==> src/rtl/pp_tx_pkg.sv <==
// Shared types and constants for the ping-pong frame RAM transmit reader.
package pp_tx_pkg;

  typedef enum logic [3:0] {
    ST_IDLE    = 4'd0,
    ST_RD_LEN  = 4'd1,
    ST_LD_LEN  = 4'd2,
    ST_RD_BYTE = 4'd3,
    ST_LD_BYTE = 4'd4,
    ST_SEND    = 4'd5,
    ST_CRC_LO  = 4'd6,
    ST_CRC_HI  = 4'd7,
    ST_DONE    = 4'd8
  } pp_tx_state_e;

  localparam int          HDR_LEN_DEF = 3;
  localparam int          LEN_OFS     = 2;
  localparam logic [15:0] CRC16_POLY  = 16'hA001;
  localparam logic [15:0] CRC16_INIT  = 16'hFFFF;

endpackage

==> src/rtl/crc16_byte.sv <==
// Combinational CRC16/MODBUS update of one byte, LSB first.
// Only compiled when PP_TX_CRC_EN is defined.
`ifdef PP_TX_CRC_EN
module crc16_byte
  import pp_tx_pkg::*;
(
  input  logic [15:0] crc_in,
  input  logic [7:0]  byte_in,
  output logic [15:0] crc_out
);

  always_comb begin
    crc_out = crc_in ^ {8'h00, byte_in};
    for (int i = 0; i < 8; i++) begin
      crc_out = crc_out[0] ? ((crc_out >> 1) ^ CRC16_POLY) : (crc_out >> 1);
    end
  end

endmodule
`endif

==> src/rtl/pp_tx_reader.sv <==
// Read side of the ping-pong frame RAM: fetches [src, dst, len, data] and streams it on valid/ready.
// Define PP_TX_CRC_EN to append a CRC16/MODBUS (low byte first) after the RAM bytes.
module pp_tx_reader
  import pp_tx_pkg::*;
#(
  parameter int A_WIDTH = 6,
  parameter int HDR_LEN = HDR_LEN_DEF
) (
  input  logic               clk,
  input  logic               reset_n,
  input  logic               unread,
  input  logic [7:0]         rd_flags,
  input  logic [7:0]         rd_byte,
  output logic [A_WIDTH+1:0] rd_addr,
  output logic               rd_en,
  output logic               rd_done,
  output logic [7:0]         tx_data,
  output logic               tx_valid,
  input  logic               tx_ready,
  output logic               tx_last,
  output logic [7:0]         tx_flags,
  input  logic               abort,
  output logic               len_err,
  output logic               busy
);

  localparam int              AW        = A_WIDTH + 2;
  localparam int              CW        = (A_WIDTH + 3 > 9) ? A_WIDTH + 3 : 9;
  localparam logic [CW-1:0]   BUF_BYTES = CW'(2 ** AW);
  localparam logic [CW-1:0]   HDR_W     = CW'(HDR_LEN);
  localparam logic [AW-1:0]   LEN_ADDR  = AW'(HDR_LEN - 1);

  pp_tx_state_e  state_q, state_d;
  logic [CW-1:0] idx_q, idx_d;
  logic [CW-1:0] total_q, total_d;
  logic [CW-1:0] total_calc;
  logic [7:0]    data_q, data_d;
  logic [7:0]    flags_q, flags_d;
  logic          last_byte;
  logic          len_bad;

  // Counter is wide enough that HDR_LEN + 255 never wraps before the size check.
  assign total_calc = HDR_W + CW'(rd_byte);
  assign len_bad    = (total_calc > BUF_BYTES);
  assign last_byte  = (idx_q == total_q - CW'(1));

  always_comb begin
    state_d = state_q;
    idx_d   = idx_q;
    total_d = total_q;
    data_d  = data_q;
    flags_d = flags_q;
    len_err = 1'b0;
    if (state_q == ST_IDLE) begin
      if (unread) begin
        flags_d = rd_flags;
        state_d = ST_RD_LEN;
      end
    end else if (state_q == ST_DONE) begin
      state_d = ST_IDLE;
    end else if (abort) begin
      // Routing through DONE gives the release pulse while unread is still stable.
      state_d = ST_DONE;
    end else if (!unread) begin
      state_d = ST_IDLE;
    end else begin
      case (state_q)
        ST_RD_LEN:  state_d = ST_LD_LEN;
        ST_LD_LEN: begin
          if (len_bad) begin
            len_err = 1'b1;
            state_d = ST_IDLE;
          end else begin
            total_d = total_calc;
            idx_d   = '0;
            state_d = ST_RD_BYTE;
          end
        end
        ST_RD_BYTE: state_d = ST_LD_BYTE;
        ST_LD_BYTE: begin
          data_d  = rd_byte;
          state_d = ST_SEND;
        end
        ST_SEND: begin
          if (tx_ready) begin
            if (last_byte) begin
`ifdef PP_TX_CRC_EN
              state_d = ST_CRC_LO;
`else
              state_d = ST_DONE;
`endif
            end else begin
              idx_d   = idx_q + CW'(1);
              state_d = ST_RD_BYTE;
            end
          end
        end
`ifdef PP_TX_CRC_EN
        ST_CRC_LO: if (tx_ready) state_d = ST_CRC_HI;
        ST_CRC_HI: if (tx_ready) state_d = ST_DONE;
`endif
        default:    state_d = ST_IDLE;
      endcase
    end
  end

  always_ff @(posedge clk or negedge reset_n) begin
    if (!reset_n) begin
      state_q <= ST_IDLE;
      idx_q   <= '0;
      total_q <= '0;
      data_q  <= '0;
      flags_q <= '0;
    end else begin
      state_q <= state_d;
      idx_q   <= idx_d;
      total_q <= total_d;
      data_q  <= data_d;
      flags_q <= flags_d;
    end
  end

`ifdef PP_TX_CRC_EN
  logic [15:0] crc_q, crc_d, crc_next;

  crc16_byte u_crc (
    .crc_in  (crc_q),
    .byte_in (data_q),
    .crc_out (crc_next)
  );

  // Folds in each RAM byte exactly on the edge it is accepted.
  always_comb begin
    crc_d = crc_q;
    if (state_q == ST_IDLE && unread) begin
      crc_d = CRC16_INIT;
    end else if (state_q == ST_SEND && tx_ready && !abort && unread) begin
      crc_d = crc_next;
    end
  end

  always_ff @(posedge clk or negedge reset_n) begin
    if (!reset_n) begin
      crc_q <= '0;
    end else begin
      crc_q <= crc_d;
    end
  end

  assign tx_valid = (state_q == ST_SEND) || (state_q == ST_CRC_LO) || (state_q == ST_CRC_HI);
  assign tx_last  = (state_q == ST_CRC_HI);
  assign tx_data  = (state_q == ST_CRC_LO) ? crc_q[7:0] :
                    (state_q == ST_CRC_HI) ? crc_q[15:8] : data_q;
`else
  assign tx_valid = (state_q == ST_SEND);
  assign tx_last  = (state_q == ST_SEND) && last_byte;
  assign tx_data  = data_q;
`endif

  assign rd_en    = (state_q == ST_RD_LEN) || (state_q == ST_RD_BYTE);
  assign rd_addr  = (state_q == ST_RD_LEN)  ? LEN_ADDR :
                    (state_q == ST_RD_BYTE) ? idx_q[AW-1:0] : '0;
  assign rd_done  = (state_q == ST_DONE) || len_err;
  assign busy     = (state_q != ST_IDLE);
  assign tx_flags = flags_q;

endmodule

==> config.mk <==
export PLATFORM = sky130hd
export DESIGN_NAME = pp_tx_reader
export DESIGN_NICKNAME = d
export VERILOG_FILES = /design/src/rtl/pp_tx_pkg.sv /design/src/rtl/crc16_byte.sv /design/src/rtl/pp_tx_reader.sv
export SDC_FILE = /design/constraint.sdc
export NUM_CORES = 1
export LEC_CHECK = 0
export CORE_UTILIZATION = 51
export DETAILED_ROUTE_END_ITERATION = 12
export GPL_TIMING_DRIVEN = 1
export PLACE_DENSITY = 0.9
export SLEW_MARGIN = 30
export SYNTH_ARGS = -nofsm -noshare
export SYNTH_HDL_FRONTEND = slang
export SYNTH_SLANG_ARGS = --single-unit
==> constraint.sdc <==
create_clock -name clk -period 3.1 [get_ports clk]
set_input_delay 0.31 -clock clk [delete_from_list [all_inputs] [get_ports clk]]
set_output_delay 0.31 -clock clk [all_outputs]
set_load 0.1 [all_outputs]
Word level (Yosys, flattened, before mapping)
Index checks and enable logic that the tools add are counted.
- register bits after elaboration: 38
- bits in latches: 0
- memory bits (writable): 0
- ROM bits: 0
- input port bits: 21
- output and inout bits: 30
- logic and storage cells: 57
- memories kept: 0
- add/subtract/negate cells: 3
- multipliers: 0
- div/mod/pow operators: 0
- magnitude comparators: 1
- eq/ne operators: 12
- shift operators: 0
- mux-type cells: 21
- bitwise logic cells: 4
- reductions and logical operators: 11
- operator list (kind ; count):
    $mux W4 ; 7
    $mux W9 ; 3
    $pmux W4 S5 ; 1
    $pmux W9 S2 ; 1
    $mux W8 ; 2
    $add A2 B8 Y9 const A ; 1
    $add A9 B1 Y9 const B ; 1
    $eq A9 B9 Y1 ; 1
    $gt A9 B9 Y1 const B ; 1
    $sub A9 B1 Y9 const B ; 1
    $eq A4 B2 Y1 const B ; 2
    $eq A4 B3 Y1 const B ; 2
    $reduce_and A8 Y1 ; 1
    $mux W1 ; 6
    $ne A2 B2 Y1 const B ; 3
    $ne A6 B2 Y1 const B ; 1
    $reduce_and A6 Y1 ; 1
    $reduce_and A5 Y1 ; 1
    $eq A4 B1 Y1 const B ; 1
    $eq A4 B4 Y1 const B ; 1
    $logic_not A4 Y1 ; 1
    $not A1 Y1 ; 4
    $reduce_and A2 Y1 ; 2
    $reduce_bool A4 Y1 ; 1
    other kinds (5) ; 6

Depth between registers and ports, before layout
- depth in word-level cells: 9
- gate-level depth with buffers: 10
- gate-level depth less buffers: 9

Worst setup path after synthesis
No wires, ideal clock.
- path type: reg2out
- start point: register state_q[2]
- end point: output port rd_addr[1]
- arrival: 5.438 ns
- data required time: 2.790 ns
- setup slack: -2.648 ns
- stages on the path, launching flop included: 4
- cell sequence: dfrtp_1 clkbuf_1 nor3b_1 a21boi_0
- cells in the longest elaborated chain, start to end: 3
- elaborated cells on any way between the ends: 4
- classes of those cells: eq/ne (2); mux (2)
- ends and longest elaborated chain (element ; RTL line ; RTL):
    start, declared ; pp_tx_reader.sv:33 ; pp_tx_state_e state_q, state_d;
    start signal, assigned ; pp_tx_reader.sv:115 ; state_q <= state_d;
    $eq A4 B2 Y1 ; pp_tx_reader.sv:162 ; (state_q == ST_RD_BYTE) ? idx_q[AW-1:0] : '0;
    $mux W8 ; pp_tx_reader.sv:162 ;
    $mux W8 (*) ; pp_tx_reader.sv:161 ; assign rd_addr = (state_q == ST_RD_LEN) ? LEN_ADDR :
    end, declared ; pp_tx_reader.sv:14 ; output logic [A_WIDTH+1:0] rd_addr,
Every way passes the cells marked *; elsewhere a longest branch is shown, timed or not.

Worst setup path in the final report
- start point: input port rd_byte[1]
- end point: output port len_err
- cells in the longest elaborated chain, start to end: 8
- ends and longest elaborated chain (element ; RTL line ; RTL):
    start, declared ; pp_tx_reader.sv:13 ; input logic [7:0] rd_byte,
    $add A2 B8 Y9 ; pp_tx_reader.sv:43 ; assign total_calc = HDR_W + CW'(rd_byte);
    $gt A9 B9 Y1 ; pp_tx_reader.sv:44 ; assign len_bad = (total_calc > BUF_BYTES);
    $mux W1 ; pp_tx_reader.sv:70 ; if (len_bad) begin
    $mux W1 ; pp_tx_reader.sv:67 ; case (state_q)
    $mux W1 ; pp_tx_reader.sv:64 ; end else if (!unread) begin
    $mux W1 ; pp_tx_reader.sv:61 ; end else if (abort) begin
    $mux W1 ; pp_tx_reader.sv:59 ; end else if (state_q == ST_DONE) begin
    $mux W1 ; pp_tx_reader.sv:54 ; if (state_q == ST_IDLE) begin
    end, declared ; pp_tx_reader.sv:23 ; output logic len_err,
Every way passes these cells.

==> summary.txt <==
Die Y = 69.9 µm
Setup Skew = 8.43 ps
CP bufs+invs = 4
status = finished clean
Sink Count = 38
worst-path cell chain = clkdlybuf4s50_1 -> inv_2 -> ha_4 -> nand2b_4 -> or4b_4 -> or3_4 -> nor3b_4 -> buf_4 -> buf_12
first-pass GRT wire length = 9.54 mm
Clk Latency, worst-skew pair = 290 ps
vias in the first global route = 2060
final core utilization = 70.7%
clk slew on worst S/H paths = 80 ps
Startpoint Class = primary input
Worst Tran Pin Value = 988 ps
sequential cell area = 951 µm²
Max Slew Vio Count = 0
Final period util = 97.6%
Detail Placement HPWL = 4.28 mm
pin count of the biggest net entering global routing = 39
synth-to-layout area growth = 31.9%
hold crit path type = in2async
largest fanout on the critical path = 4
FMAX = 0.331 GHz
r2r worst-path depth = 7
CORE AREA = 4380 µm²
final std cells w/o fill = 354
IO Port Bufs = 50
final hold vios = 0
cell total after placement = 345
Max Cap Violations = 0
FP Rows = 24
sequential element share of the synthesized area = 40.5%
P_leak = 1.32 nW
detailed-route DRC error count = 0
Avg Cell Area, Syn = 9.47 µm²
gr ovfl total = 0
Total Power = 0.00204 W
Power Density = 658 nW/µm²
Post-Synthesis Cells = 248
Top delay family on crit path = simple AND/OR/NAND/NOR gates
Synth Register Bits = 38
total number of vias = 2122
Placer Congestion = 0.813
peak supply drop = 0.529 mV
flop-to-flop setup slack = 460 ps
ys flop type = dfrtp_1
delay of the slowest critical-path stage = 530 ps
CTS Buf Count = 5
CTS tree = done
initial antenna violation count = 0
RSZ-0062 raised after global routing = false
crit path capture type = output port
Setup CP Type = in2out
slew margin rel. = 33.9%
Cell variety after synth = 50
Routed Antenna Nets = 0
CTS Root Cell = clkbuf_8
Via density = 5.99
reg-to-reg startpoint = total_q[0]
Post-Place Setup Slack = 76.7 ps
routed wire length per instance = 16.4 µm
final worst slack = 75.3 ps
Die Wd = 69.9 µm
Slowest-stage cell, CP = or4b_4
hold buffers post-CTS = 0
yosys warns = 0
final wirelength = 5.80 mm
Post-Syn Area = 2350 µm²
Max H-tree Level = 2
FF-to-FF End = idx_q[8]
Max Root-Sink Buffers = 2
Post-synth EDFFs = 0
footprint of the multi-input gates = 1380 µm²
asr flop ratio synth = 100%
GRT Total Usage = 24.4%
share of cells above drive strength 1 = 20.9%
NumNets Final = 326
drt pass-1 iters = 4
Crit. Startpoint = rd_byte[1]
ANT cells = 0
# setup viols final = 0
die area = 4880 µm²
Worst Path Arrival = 2710 ps
Hold WS = 111 ps
syn nets = 273
DR iter-0 viols = 101
Top-Level Pins = 51
fin crit period = 3020 ps
Critical Path RT = 2790 ps
Filler Cell Count = 294
initial core utilization = 53.6%
==> worst max path at each step <==
stage / to / cells past startpoint
after global placement: len_err / 9
after floorplan: rd_addr[1] / 3
after detailed placement: len_err / 9
after CTS: tx_last / 8
final: len_err / 9
after global routing: tx_last / 9
==> sequential cells by signal, summed over array words and instances (netlist names) <==
signal	count
tx_flags	8
tx_data	8
state_q	4
total_q	9
idx_q	9
==> report_power, final <==
group / internal, W / total, W / switching [W]
Combinational: 0.000314 / 0.000934 / 0.000620
Sequential: 0.000576 / 0.000679 / 0.000103
Clock: 0.000239 / 0.000426 / 0.000187
Total: 0.00113 / 0.00204 / 0.000910
==> kinds of logic (layout without fill, tap and decap cells) <==
| kind of cell | count (synthesis) | count (layout) | synth area share, % |
|---|---|---|---|
| AO/OA/AOI/OAI | 55 | 55 | 16.6 |
| adder cells (fa/ha/maj) | 4 | 4 | 2.13 |
| multiplexers | 15 | 15 | 7.14 |
| XOR/XNOR | 17 | 17 | 6.66 |
| AND/OR/NAND/NOR | 97 | 97 | 23.1 |
| buffers and inverters | 22 | 76 | 3.94 |
| flip-flops | 38 | 38 | 40.5 |
==> cells in the mapped netlist (6+ instances only) <==
| master | n | area share, % |
|---|---|---|
| and3_1 | 12 | 3.2 |
| xor2_1 | 8 | 3.0 |
| a21oi_1 | 10 | 2.1 |
| nand3_1 | 14 | 3.0 |
| dfrtp_1 | 38 | 40 |
| xnor2_1 | 8 | 3.0 |
| o311ai_1 | 7 | 2.6 |
| nor2_1 | 10 | 1.6 |
| o21ai_0 | 12 | 2.6 |
| inv_1 | 11 | 1.8 |
| clkbuf_1 | 7 | 1.1 |
| mux2_2 | 14 | 6.7 |
| nor3_1 | 6 | 1.3 |
| o31ai_1 | 6 | 1.9 |
| nand2_1 | 27 | 4.3 |
==> area by class of cell <==
type | count | area share [%]
multi-input cells | 188 | 44.6
clock inverters | 3 | 1.45
inverters | 12 | 1.45
well taps | 52 | 2.10
repair buffers | 56 | 17.5
clock buffers | 5 | 2.22
flip-flops and latches | 38 | 30.7
==> per-layer routing <==
| metal | vias to the layer above | global-route usage [%] | part of all wire, % |
|---|---|---|---|
| li1 | 1013 | - | - |
| met1 | 1026 | 28.9 | 41 |
| met2 | 77 | 42.6 | 53 |
| met3 | 6 | 6.49 | 5.2 |
| met4 | 0 | 8.00 | 0.88 |
| met5 | - | 0 | 0 |
==> cells in the final DEF, fill, tap and decap left out, types with 3 or more instances in the layout <==
master	instances
inv_1	9
xor2_1	8
mux2_2	14
buf_4	17
dfrtp_1	38
nor2_1	10
o21ai_0	12
nand3b_1	4
nand3_1	14
o311ai_1	7
clkbuf_8	5
clkdlybuf4s50_1	35
nor3_1	5
nor2b_1	3
nand2_1	27
a21oi_1	10
or3_1	3
xnor2_1	8
buf_12	3
and3_1	12
o22ai_1	3
o31ai_1	6
==> stage by stage <==
| stage | cell area, µm² | TNS [ps] |
|---|---|---|
| 3_3_place_gp | 2970 | 0 |
| 5_1_grt | 3100 | 0 |
| 4_1_cts | 3080 | 0 |
| 6_report | 3100 | 0 |
| 2_1_floorplan | 2420 | -342 |
| 3_5_place_dp | 2970 | 0 |
==> repair_timing <==
action	CTS	global route
buffers inserted	0	1
endpoints found under the hold margin	0	0
resized for setup	0	2
setup endpoints to repair	0	1
Power figures use the tool's default switching activity.
